### config.mk
export PLATFORM = sky130hd
export DESIGN_NAME = rx_sync_window
export DESIGN_NICKNAME = d
export VERILOG_FILES = /design/src/rtl/rx_sync_window.sv
export SDC_FILE = /design/constraint.sdc
export NUM_CORES = 1
export LEC_CHECK = 0
export CAP_MARGIN = 5
export CORE_ASPECT_RATIO = 1.5
export CORE_MARGIN = 2
export CORE_UTILIZATION = 52
export DETAILED_ROUTE_END_ITERATION = 6
export GPL_ROUTABILITY_DRIVEN = 0
export HOLD_SLACK_MARGIN = 0.08
export PLACE_DENSITY = 0.83
export SYNTH_ARGS = -nofsm -noshare
export SYNTH_HDL_FRONTEND = slang
export SYNTH_SLANG_ARGS = --single-unit
export TNS_END_PERCENT = 20
### constraint.sdc
create_clock -name clk_6M -period 3.4 [get_ports clk_6M]
set_input_delay 0.68 -clock clk_6M [delete_from_list [all_inputs] [get_ports clk_6M]]
set_output_delay 0.68 -clock clk_6M [all_outputs]
set_load 0.1 [all_outputs]
### src/rtl/rx_sync_window.sv
// Synchronizes rxbit, shifts decided bits into a 64-bit window on p_1us, and freezes the window on a correlator trigger edge.
// rxbit reaches the decision 3 clk_6M after it settles; all outputs are registered. RX_MAJORITY_VOTE_EN selects a 2-of-3 sample vote.
module rx_sync_window (
   input  logic        clk_6M,
   input  logic        rstz,
   input  logic        p_1us,
   input  logic        rxbit,
   input  logic        correWindow,
   input  logic        pscorr_trgp,
   output logic [63:0] sync_in,
   output logic        sync_valid,
   output logic [63:0] sync_capt,
   output logic        capt_valid,
   output logic [6:0]  fill_cnt,
   output logic        rxbit_s
);

   typedef enum logic [1:0] {IDLE, FILL, HUNT, HOLD} state_t;

   state_t      state_q, state_d;
   logic        rx_meta_q, rx_sync_q, trig_dly_q, rxbit_s_q;
   logic [63:0] sync_in_q, sync_in_d;
   logic [63:0] sync_capt_q, sync_capt_d;
   logic        sync_valid_q, sync_valid_d;
   logic        capt_valid_q, capt_valid_d;
   logic [6:0]  fill_cnt_q, fill_cnt_d;
   logic        decided_bit;
   logic        trig_rise;

`ifdef RX_MAJORITY_VOTE_EN
   logic [2:0] hist_q;

   always_ff @(posedge clk_6M or negedge rstz) begin
      if (!rstz) hist_q <= 3'b000;
      else       hist_q <= {hist_q[1:0], rx_sync_q};
   end

   assign decided_bit = (hist_q[0] & hist_q[1]) | (hist_q[0] & hist_q[2]) | (hist_q[1] & hist_q[2]);
`else
   logic hist_q;

   always_ff @(posedge clk_6M or negedge rstz) begin
      if (!rstz) hist_q <= 1'b0;
      else       hist_q <= rx_sync_q;
   end

   assign decided_bit = hist_q;
`endif

   assign trig_rise = pscorr_trgp & ~trig_dly_q;

   always_ff @(posedge clk_6M or negedge rstz) begin
      if (!rstz) begin
         rx_meta_q    <= 1'b0;
         rx_sync_q    <= 1'b0;
         trig_dly_q   <= 1'b0;
         rxbit_s_q    <= 1'b0;
         state_q      <= IDLE;
         sync_in_q    <= '0;
         sync_capt_q  <= '0;
         sync_valid_q <= 1'b0;
         capt_valid_q <= 1'b0;
         fill_cnt_q   <= '0;
      end else begin
         rx_meta_q    <= rxbit;
         rx_sync_q    <= rx_meta_q;
         trig_dly_q   <= pscorr_trgp;
         if (p_1us) rxbit_s_q <= decided_bit;
         state_q      <= state_d;
         sync_in_q    <= sync_in_d;
         sync_capt_q  <= sync_capt_d;
         sync_valid_q <= sync_valid_d;
         capt_valid_q <= capt_valid_d;
         fill_cnt_q   <= fill_cnt_d;
      end
   end

   always_comb begin
      state_d      = state_q;
      sync_in_d    = sync_in_q;
      sync_capt_d  = sync_capt_q;
      sync_valid_d = sync_valid_q;
      capt_valid_d = capt_valid_q;
      fill_cnt_d   = fill_cnt_q;
      case (state_q)
         IDLE: begin
            fill_cnt_d   = '0;
            sync_valid_d = 1'b0;
            // Opening clears the window; a strobe landing on this cycle is lost.
            if (correWindow) begin
               state_d      = FILL;
               sync_in_d    = '0;
               capt_valid_d = 1'b0;
            end
         end
         default: begin
            if (!correWindow) begin
               state_d      = IDLE;
               sync_valid_d = 1'b0;
               fill_cnt_d   = '0;
            end else begin
               if (p_1us) begin
                  sync_in_d = {decided_bit, sync_in_q[63:1]};
                  if (fill_cnt_q != 7'd64) fill_cnt_d = fill_cnt_q + 7'd1;
               end
               if (state_q == FILL && p_1us && fill_cnt_q == 7'd63) begin
                  state_d      = HUNT;
                  sync_valid_d = 1'b1;
               end
               // Capture the window as it stood before this cycle's shift.
               if (state_q == HUNT && trig_rise) begin
                  state_d      = HOLD;
                  sync_capt_d  = sync_in_q;
                  capt_valid_d = 1'b1;
               end
            end
         end
      endcase
   end

   assign sync_in    = sync_in_q;
   assign sync_valid = sync_valid_q;
   assign sync_capt  = sync_capt_q;
   assign capt_valid = capt_valid_q;
   assign fill_cnt   = fill_cnt_q;
   assign rxbit_s    = rxbit_s_q;

endmodule

==> results of run 1 <==
-- worst paths after layout --
kind                                           from                   endpoint  slack (ps)
max                        sync_capt[1]$_DFFE_PN0P_               sync_capt[1]         800
min                                            rstz   sync_capt[7]$_DFFE_PN0P_         320
max reg2reg                  state_q[0]$_DFFE_PN0P_  sync_capt[47]$_DFFE_PN0P_        1630
min reg2reg                     rx_sync_q$_DFF_PN0_      decided_bit$_DFF_PN0_         350
max in group asynchronous                      rstz  sync_capt[30]$_DFFE_PN0P_        2280
min in group clk_6M             rx_sync_q$_DFF_PN0_      decided_bit$_DFF_PN0_         350
-- final cells by class --
type | instances | share of cell area (%)
Clock buffer | 19 | 6.244
Tap cell | 117 | 2.018
Inverter | 3 | 0.1552
Multi-Input combinational cell | 176 | 22.08
Sequential cell | 144 | 49.67
Clock inverter | 12 | 1.949
Timing Repair Buffer | 151 | 17.89
-- sequential cells by signal (all words and copies together), names as in the netlist, 2 cells and up --
register / cells
state_q: 2
sync_capt: 64
sync_in: 64
fill_cnt: 7
-- layout by cell type, fill, tap and decap left out, types with 3 or more instances in the layout --
cell,n
dfrtp_1,144
nor2_1,4
o21ai_0,3
buf_4,86
clkdlybuf4s50_1,64
inv_1,3
nand2_1,8
o21a_1,3
mux2_1,49
nand3_1,3
mux2_2,16
bufinv_16,3
a22o_1,64
a21oi_1,3
clkinv_2,7
clkbuf_16,17
-- synthesized netlist by cell type, types with 3 or more instances --
master	number	area share, %
dfrtp_1	144	68
a22o_1	64	11
mux2_1	49	10
mux2_2	16	3.4
buf_2	9	0.85
nand2_1	8	0.56
buf_6	5	1.1
clkbuf_1	5	0.35
nor2_1	4	0.28
a21oi_1	3	0.28
inv_1	3	0.21
nand3_1	3	0.28
o21a_1	3	0.42
o21ai_0	3	0.28
-- cells by family after synthesis --
kind of cell	Yosys count	share of synthesized area, %
DFF	144	67.67
buffers and inverters	23	2.608
and+or+nand+nor	27	2.584
AOI/OAI and AO/OA	78	12.22
adders and majority gates	2	0.4698
xor gates and xnor gates	2	0.3290
muxes	67	14.12
-- where the power goes --
part | total, uW | leakage (uW) | switching [uW] | internal [uW]
Combinational | 121 | 0.00140 | 98.1 | 22.6
Sequential | 1730 | 0.00200 | 6.63 | 1720
Clock | 1860 | 0.000298 | 679 | 1180
Total | 3710 | 0.00370 | 784 | 2920
-- layer usage --
metal  routed length [um]  vias to the layer above  GRT usage (%)
li1                     -                     1571              -
met1                 4703                     1824          28.53
met2                 5733                      132          33.85
met3                  717                        6          8.178
met4                   85                        0          6.710
met5                    0                        -              0
-- per-stage QoR --
step / setup slack [ps] / cell area, um^2
final: 800.2 / 7254
after global routing: 759.4 / 7254
after CTS: 779.5 / 7254
after detailed placement: 823.5 / 6660
after global placement: 868.1 / 6660
after floorplan: 1435 / 5325
==> flow_metrics.py, run 1 <==
metrics = {
    "cells_and_area": {
        "stdcell_count": 622,
        "area_delta_synth_final_pct": 36.23,
        "fin_nets": 501,
        "n_fill_cell": 669,
        "utilization_pct": 72.38,
        "multi_input_area_um2": 1602,
        "antenna_cells": 0,
        "drive_gt1_share_pct": 27.13,
        "regArea_um2": 3603,
    },
    "timing": {
        "finClkSkew_ps": 7.434,
        "tns_ps": 0,
        "rsz0062_at_grt": "false",
        "holdWs_ps": 315.7,
        "post-route-period-util_pct": 76.46,
        "post-route-min-period_ps": 2600,
        "timing_hold_violations_final": 0,
        "maxSlewHeadroom_pct": 31.95,
        "worst_pin_slew_ps": 1018,
        "slew_viol_final": 0,
        "max_freq_mhz": 384.6,
        "setup_violations": 0,
    },
    "critical_path": {
        "end_kind": "primary output",
        "cp_top_family": "buffers and inverters",
        "worstPathRequired_ps": 2720,
        "cp-start-kind": "register",
        "cp.buffers_inverters": 1,
        "cp_max_fo": 2,
        "ff2ff_path_depth": 4,
        "crit_chain": "clkdlybuf4s50_1",
        "crit_slowest_cell": "clkdlybuf4s50_1",
        "cp.depth": 1,
        "worst_ep_arrival_time_ps": 1920,
        "cpPeakStageDelay_ps": 1170,
        "critPathKind": "reg -> out",
    },
    "grt": {
        "grt_overflow": 0,
        "antenna_found_initial": 0,
        "grt_pass1_wl_um": 18670,
        "grt_pass1_vias": 3655,
        "grt.total_usage_pct": 21.74,
        "grt_max_degree": 85,
    },
    "synthesis": {
        "avgSynthCellArea_um2": 15.53,
        "yosysSeqAreaShare_pct": 67.67,
        "synth.cell_area_um2": 5325,
        "synth.distinct_cells": 31,
        "ys.flop_type": "dfrtp_1",
        "synth_nets": 351,
        "synthCells": 343,
        "synth-edff-count": 0,
        "synth_seq_cells": 144,
        "yosys_warnings": 0,
        "async_flop_share_pct": 100.0,
    },
    "route": {
        "ant_nets": 0,
        "drc": 0,
        "routed-via-count": 3533,
        "dr.pass1.iters": 4,
        "drt_iter0_markers": 162,
        "wirelength_um": 11240,
        "wl_per_cell_um": 18.07,
        "vias_per_cell": 5.680,
    },
    "pwr": {
        "p_leak_uw": 0.003695,
        "power_density_nw_per_um2": 511.0,
        "report.power.total_uw": 3707,
        "irDropWorstVdd_mv": 0.3585,
    },
    "placed_design": {
        "hpwl_um": 7431,
        "io_buffers": 143,
        "dp_cells": 591,
    },
    "clock_network": {
        "clk_latency_ps": 410,
        "cts-resized-gates": 0,
        "clkTransAtPathRegs_ps": 60,
        "cts_tree": "built",
        "clockRootBuffer": "clkbuf_16",
        "clock_path_buffers": 2,
        "h-tree-depth": 4,
        "clock_sinks": 144,
        "cts_buffers": 17,
        "hold_buffers": 0,
        "postCtsSetupRepairBufs": 0,
    },
    "die": {
        "fp-row-count": 45,
        "fp.dieW_um": 86.63,
        "ios": 144,
        "design.core.area_um2": 10020,
        "initial_utilization_pct": 53.13,
        "die_y_um": 127.9,
        "die-area_um2": 11080,
    },
    "run_status": {
        "status": "complete, no violations",
    },
    "run": {
        "drv_cap": 0,
    },
    "min_path": {
        "hold_path.class": "in -> async",
    },
}
(Power assumes the default switching activity.)
==> run 2, diff against run 1 <==
--- a/config.mk
+++ b/config.mk
@@ -8,11 +8,11 @@
 export CAP_MARGIN = 5
 export CORE_ASPECT_RATIO = 1.5
 export CORE_MARGIN = 2
-export CORE_UTILIZATION = 52
+export CORE_UTILIZATION = 43
 export DETAILED_ROUTE_END_ITERATION = 6
 export GPL_ROUTABILITY_DRIVEN = 0
 export HOLD_SLACK_MARGIN = 0.08
-export PLACE_DENSITY = 0.83
+export PLACE_DENSITY = 0.73
 export SYNTH_ARGS = -nofsm -noshare
 export SYNTH_HDL_FRONTEND = slang
 export SYNTH_SLANG_ARGS = --single-unit
==> constraint.sdc (replaced) <==
create_clock -name clk_6M -period 2.3 [get_ports clk_6M]
set_input_delay 0.46 -clock clk_6M [delete_from_list [all_inputs] [get_ports clk_6M]]
set_output_delay 0.46 -clock clk_6M [all_outputs]
set_load 0.1 [all_outputs]
==> flow_metrics.py, run 2 (same netlist as run 1, synthesis figures left out) <==
metrics = {
    "clock_network": {
        "cts-resized-gates": 0,
        "h-tree-depth": 4,
        "cts_buffers": 17,
        "clock_path_buffers": 2,
        "cts_tree": "built",
        "clkTransAtPathRegs_ps": 60,
        "clockRootBuffer": "clkbuf_16",
        "clk_latency_ps": 410,
        "clock_sinks": 144,
    },
    "timing": {
        "post-route-period-util_pct": 72.17,
        "post-route-min-period_ps": 1660,
        "timing_hold_violations_final": 0,
        "rsz0062_at_grt": "false",
        "setup_violations": 0,
        "worst_pin_slew_ps": 552.1,
        "maxSlewHeadroom_pct": 62.95,
        "max_freq_mhz": 602.4,
        "finClkSkew_ps": 6.646,
        "tns_ps": 0,
        "slew_viol_final": 0,
    },
    "pwr": {
        "irDropWorstVdd_mv": 0.5038,
        "p_leak_uw": 0.003876,
        "power_density_nw_per_um2": 793.1,
    },
    "grt": {
        "antenna_found_initial": 0,
        "grt_pass1_vias": 3631,
        "grt_max_degree": 65,
        "grt_overflow": 0,
        "grt_pass1_wl_um": 18950,
        "grt.total_usage_pct": 18.32,
    },
    "cells_and_area": {
        "multi_input_area_um2": 1602,
        "stdcell_count": 661,
        "area_delta_synth_final_pct": 37.31,
        "drive_gt1_share_pct": 38.98,
        "fin_nets": 503,
        "regArea_um2": 3603,
        "final_cell_mix": "dfrtp_1 (144), buf_4 (141), a22o_1 (64), mux2_1 (49), clkbuf_16 (17)",
        "n_fill_cell": 977,
        "antenna_cells": 0,
        "final_common_cell": "dfrtp_1",
    },
    "die": {
        "design.core.area_um2": 12020,
        "fp-row-count": 49,
        "die-area_um2": 13310,
        "ios": 144,
        "fp.dieW_um": 94.86,
        "die_y_um": 140.3,
        "initial_utilization_pct": 44.31,
    },
    "critical_path": {
        "crit_slowest_cell": "dfrtp_1",
        "crit_chain": "nand2b_1 > nor3_4 > buf_12 > mux2_1",
        "crit_path_start": "state_q[0]$_DFFE_PN0P_",
        "reg2reg_from": "state_q[0]$_DFFE_PN0P_",
        "end_kind": "register",
        "worst_ep_arrival_time_ps": 1950,
        "cpPeakStageDelay_ps": 410,
        "cp_max_fo": 36,
        "critPathKind": "reg -> reg",
        "worstPathRequired_ps": 2590,
        "cp-start-kind": "register",
    },
    "route": {
        "drt_iter0_markers": 105,
        "wl_per_cell_um": 17.36,
        "routed-via-count": 3498,
        "wirelength_um": 11480,
        "ant_nets": 0,
        "dr.pass1.iters": 4,
        "drc": 0,
        "vias_per_cell": 5.292,
    },
    "min_path": {
        "hold_path.startpoint": "rx_sync_q$_DFF_PN0_",
        "hold_path.class": "reg -> reg",
    },
    "placed_design": {
        "io_buffers": 143,
        "hpwl_um": 7573,
        "dp_cells": 628,
    },
    "run": {
        "drv_cap": 0,
    },
    "run_status": {
        "status": "complete, no violations",
    },
}
[run 2: cell count changes in the layout (fill, tap and decap cells not counted), sizes merged]
cell	before	now
buf	87	148
bufinv	3	5
clkbuf	19	22
clkdlybuf4s50	64	4
clkinv	8	3
clkinvlp	1	2
dlygate4sd3	0	1
[run 2: routing by layer]
layer / share of wire [%] / track usage, % / vias up
met3: 5.3 / 4.519 / 22
met1: 42 / 23.39 / 1790
met2: 51 / 29.53 / 106
met5: 0 / 0 / -
li1: - / - / 1580
met4: 2.0 / 7.933 / 0
[run 2: worst max-delay path, delay by kind of cell, from the launching register on]
| kind | cells | cell delay [ps] |
|---|---|---|
| and+or+nand+nor | 2 | 490 |
| DFF | 1 | 410 |
| muxes | 1 | 350 |
| buffers and inverters | 1 | 260 |
[run 2: power breakdown]
part | internal, uW | leakage [uW] | switching, uW | total (uW)
clock network | 2040 | 0.000322 | 1020 | 3050
registers | 2540 | 0.00200 | 10.0 | 2550
logic | 44.7 | 0.00156 | 147 | 192
total | 4620 | 0.00388 | 1170 | 5800
[run 2: final cells by class]
type                    count  share of cell area [%]
multi-input cells         176                   21.90
clock inverters            10                   2.464
inverters                   3                  0.1540
well taps                 153                   2.618
repair buffers            153                   16.96
flip-flops and latches    144                   49.28
clock buffers              22                   6.622
[run 2: per-stage QoR]
stage / hold WS, ps / setup slack, ps / cell area, um^2 / power [uW] / utilization (%)
final: 350.5 / 640.1 / 7312 / 5799 / 60.85
after detailed placement: 340.3 / 218.5 / 6638 / 2796 / 55.24
after global routing: 363.7 / 532.7 / 7312 / 5991 / 60.85
after global placement: 334.2 / 268.2 / 6638 / 2791 / 55.24
after CTS: 349.6 / 624.3 / 7312 / 5866 / 60.85
after floorplan: 164.4 / 334.7 / 5325 / 2690 / -
[run 2: path summary, 6_finish.rpt]
check                                                  to  slack (ps)  cells past startpoint
max in group asynchronous         sync_in[30]$_DFFE_PN0P_        1100                      3
worst min-delay path                decided_bit$_DFF_PN0_         350                      0
worst min register to register      decided_bit$_DFF_PN0_         350                      0
worst max-delay path            sync_capt[48]$_DFFE_PN0P_         640                      4
worst max register to register  sync_capt[48]$_DFFE_PN0P_         640                      4
min in group asynchronous       sync_capt[27]$_DFFE_PN0P_         570                      2
[run 2: repair_timing]
item                                   4_1_cts  5_1_grt
endpoints found under the hold margin       50        0
buffers inserted                             0        0
hold buffers                                 1        0
==> run 3, diff against run 2 <==
==> constraint.sdc (replaced) <==
create_clock -name clk_6M -period 1.4 [get_ports clk_6M]
set_input_delay 0.28 -clock clk_6M [delete_from_list [all_inputs] [get_ports clk_6M]]
set_output_delay 0.28 -clock clk_6M [all_outputs]
set_load 0.1 [all_outputs]
==> flow_metrics.py, run 3 (same netlist as run 1, synthesis figures left out) <==
metrics = {
    "cells_and_area": {
        "utilization_pct": 78.99,
        "final_common_cell": "buf_12",
        "drive_gt1_share_pct": 51.71,
        "area_delta_synth_final_pct": 78.24,
        "fin_nets": 521,
        "antenna_cells": 0,
        "final_cell_mix": "buf_12 (149), dfrtp_1 (125), a22o_1 (64), mux2_4 (41), mux2_1 (22)",
        "stdcell_count": 679,
    },
    "min_path": {
        "hold_path.startpoint": "rxbit",
        "holdPathEnd": "rx_meta_q$_DFF_PN0_",
        "hold_path.class": "in -> reg",
        "hold_path_depth": 1,
    },
    "run": {
        "drv_cap": 0,
    },
    "critical_path": {
        "cp-start-kind": "register",
        "cp_max_fo": 7,
        "ff2ff_path_depth": 5,
        "end_kind": "register",
        "r2r-end": "sync_capt[29]$_DFFE_PN0P_",
        "reg2reg_setup_slack_ps": -150,
        "worstPathRequired_ps": 1690,
        "critPathKind": "reg -> reg",
        "worst_ep_arrival_time_ps": 1840,
        "reg2reg_from": "state_q[0]$_DFFE_PN0P_",
    },
    "grt": {
        "grt_max_degree": 37,
        "grt_overflow": 0,
        "grt_pass1_vias": 4011,
        "antenna_found_initial": 0,
        "grt.total_usage_pct": 23.32,
        "grt_pass1_wl_um": 23370,
    },
    "placed_design": {
        "hpwl_um": 9732,
        "dp_cells": 639,
        "io_buffers": 143,
    },
    "route": {
        "routed-via-count": 3719,
        "dr.max_layer_used": "met4",
        "drt_iter0_markers": 214,
        "wl_per_cell_um": 22.29,
        "ant_nets": 0,
        "dr_wl_met3_um": 680,
        "dr.pass1.iters": 4,
        "vias_per_cell": 5.477,
        "drc": 0,
        "wl_met2_um": 8565,
        "wl_met1_um": 5634,
        "wirelength_um": 15130,
    },
    "timing": {
        "finClkSkew_ps": 11.60,
        "worst_pin_slew_ps": 367.7,
        "post-route-period-util_pct": 111.1,
        "rsz0062_at_grt": "true",
        "timing_hold_violations_final": 0,
        "post-route-min-period_ps": 1555,
        "setup_violations": 68,
        "maxSlewHeadroom_pct": 75.49,
        "layout_setup_ws_ps": -154.8,
        "holdWs_ps": 327.9,
        "max_freq_mhz": 643.2,
        "slew_viol_final": 0,
        "tns_ps": -7948,
    },
    "clock_network": {
        "clock_sinks": 144,
        "clkTransAtPathRegs_ps": 60,
        "clockRootBuffer": "clkbuf_16",
        "clock_path_buffers": 2,
        "clk_latency_ps": 410,
        "h-tree-depth": 4,
        "cts_tree": "built",
        "cts_buffers": 17,
    },
    "die": {
        "initial_utilization_pct": 44.31,
        "fp.dieW_um": 94.86,
        "die-area_um2": 13310,
        "design.core.area_um2": 12020,
        "die_y_um": 140.3,
        "ios": 144,
        "fp-row-count": 49,
    },
    "run_status": {
        "status": "finished with violations",
        "violations": "negative setup slack",
    },
    "pwr": {
        "p_leak_uw": 0.004314,
        "irDropWorstVdd_mv": 0.9251,
        "power_density_nw_per_um2": 934.7,
    },
}
[run 3: cell count changes in the layout (fill, tap and decap cells not counted), moves of 4 or more]
cell,change
bufinv_16,-4
mux2_4,+41
dfrtp_1,-19
buf_4,-130
dfrtp_2,+14
dfrtp_4,+5
mux2_2,-14
mux2_1,-27
buf_12,+143
[run 3: metal layers]
layer  track usage [%]  vias up
met5                 0        -
met1             27.39     1968
met2             41.17      127
met4             7.551        0
met3             5.863       20
li1                  -     1604
[run 3: stage by stage]
stage	setup WS (ps)	area, um^2	power, uW
final	-154.8	9492	8872
after global routing	-190.2	9492	9159
after CTS	-159.9	9325	8932
after detailed placement	-590.1	8547	4661
after global placement	-499.4	8547	4652
after floorplan	-68.77	5391	4424
[run 3: how the worst max path moves through the flow]
stage / from / end / cells after the start
floorplan: fill_cnt[0]$_DFFE_PN0P_ / fill_cnt[6]$_DFFE_PN0P_ / 4
global placement: pscorr_trgp / sync_capt[0]$_DFFE_PN0P_ / 5
detailed placement: pscorr_trgp / sync_capt[29]$_DFFE_PN0P_ / 5
CTS: state_q[0]$_DFFE_PN0P_ / sync_capt[46]$_DFFE_PN0P_ / 5
global route: state_q[0]$_DFFE_PN0P_ / sync_capt[25]$_DFFE_PN0P_ / 5
finish: state_q[0]$_DFFE_PN0P_ / sync_capt[29]$_DFFE_PN0P_ / 5
[run 3: report_power, final]
group          switching [uW]  internal (uW)  total, uW
Combinational             261            128        389
Sequential               22.4           4180       4200
Clock                    1740           2540       4280
[run 3: worst max-delay path, cell delays in order (launching register included)]
cell and delay [ps]:
dfrtp_1 390, nand2b_4 160, nor3_4 180, buf_12 200
clkbuf_16 190, mux2_4 310
[run 3: timing repair]
action	in CTS	in global routing
hold buffers	1	0
buffers inserted	2	0
cloned	2	3
gates resized for setup	37	30
hold endpoints to repair	30	0
endpoints found under the setup margin	109	145
pin swaps	1	1
[run 3: cell type report]
type / instances / area (um^2)
clock buffer: 20 / 456.7
clock inverter: 12 / 110.1
fill: 643 / 2525
inverter: 3 / 11.26
multi-input combinational: 176 / 1826
sequential: 144 / 3640
tap: 153 / 191.4
timing repair buffer: 171 / 3257
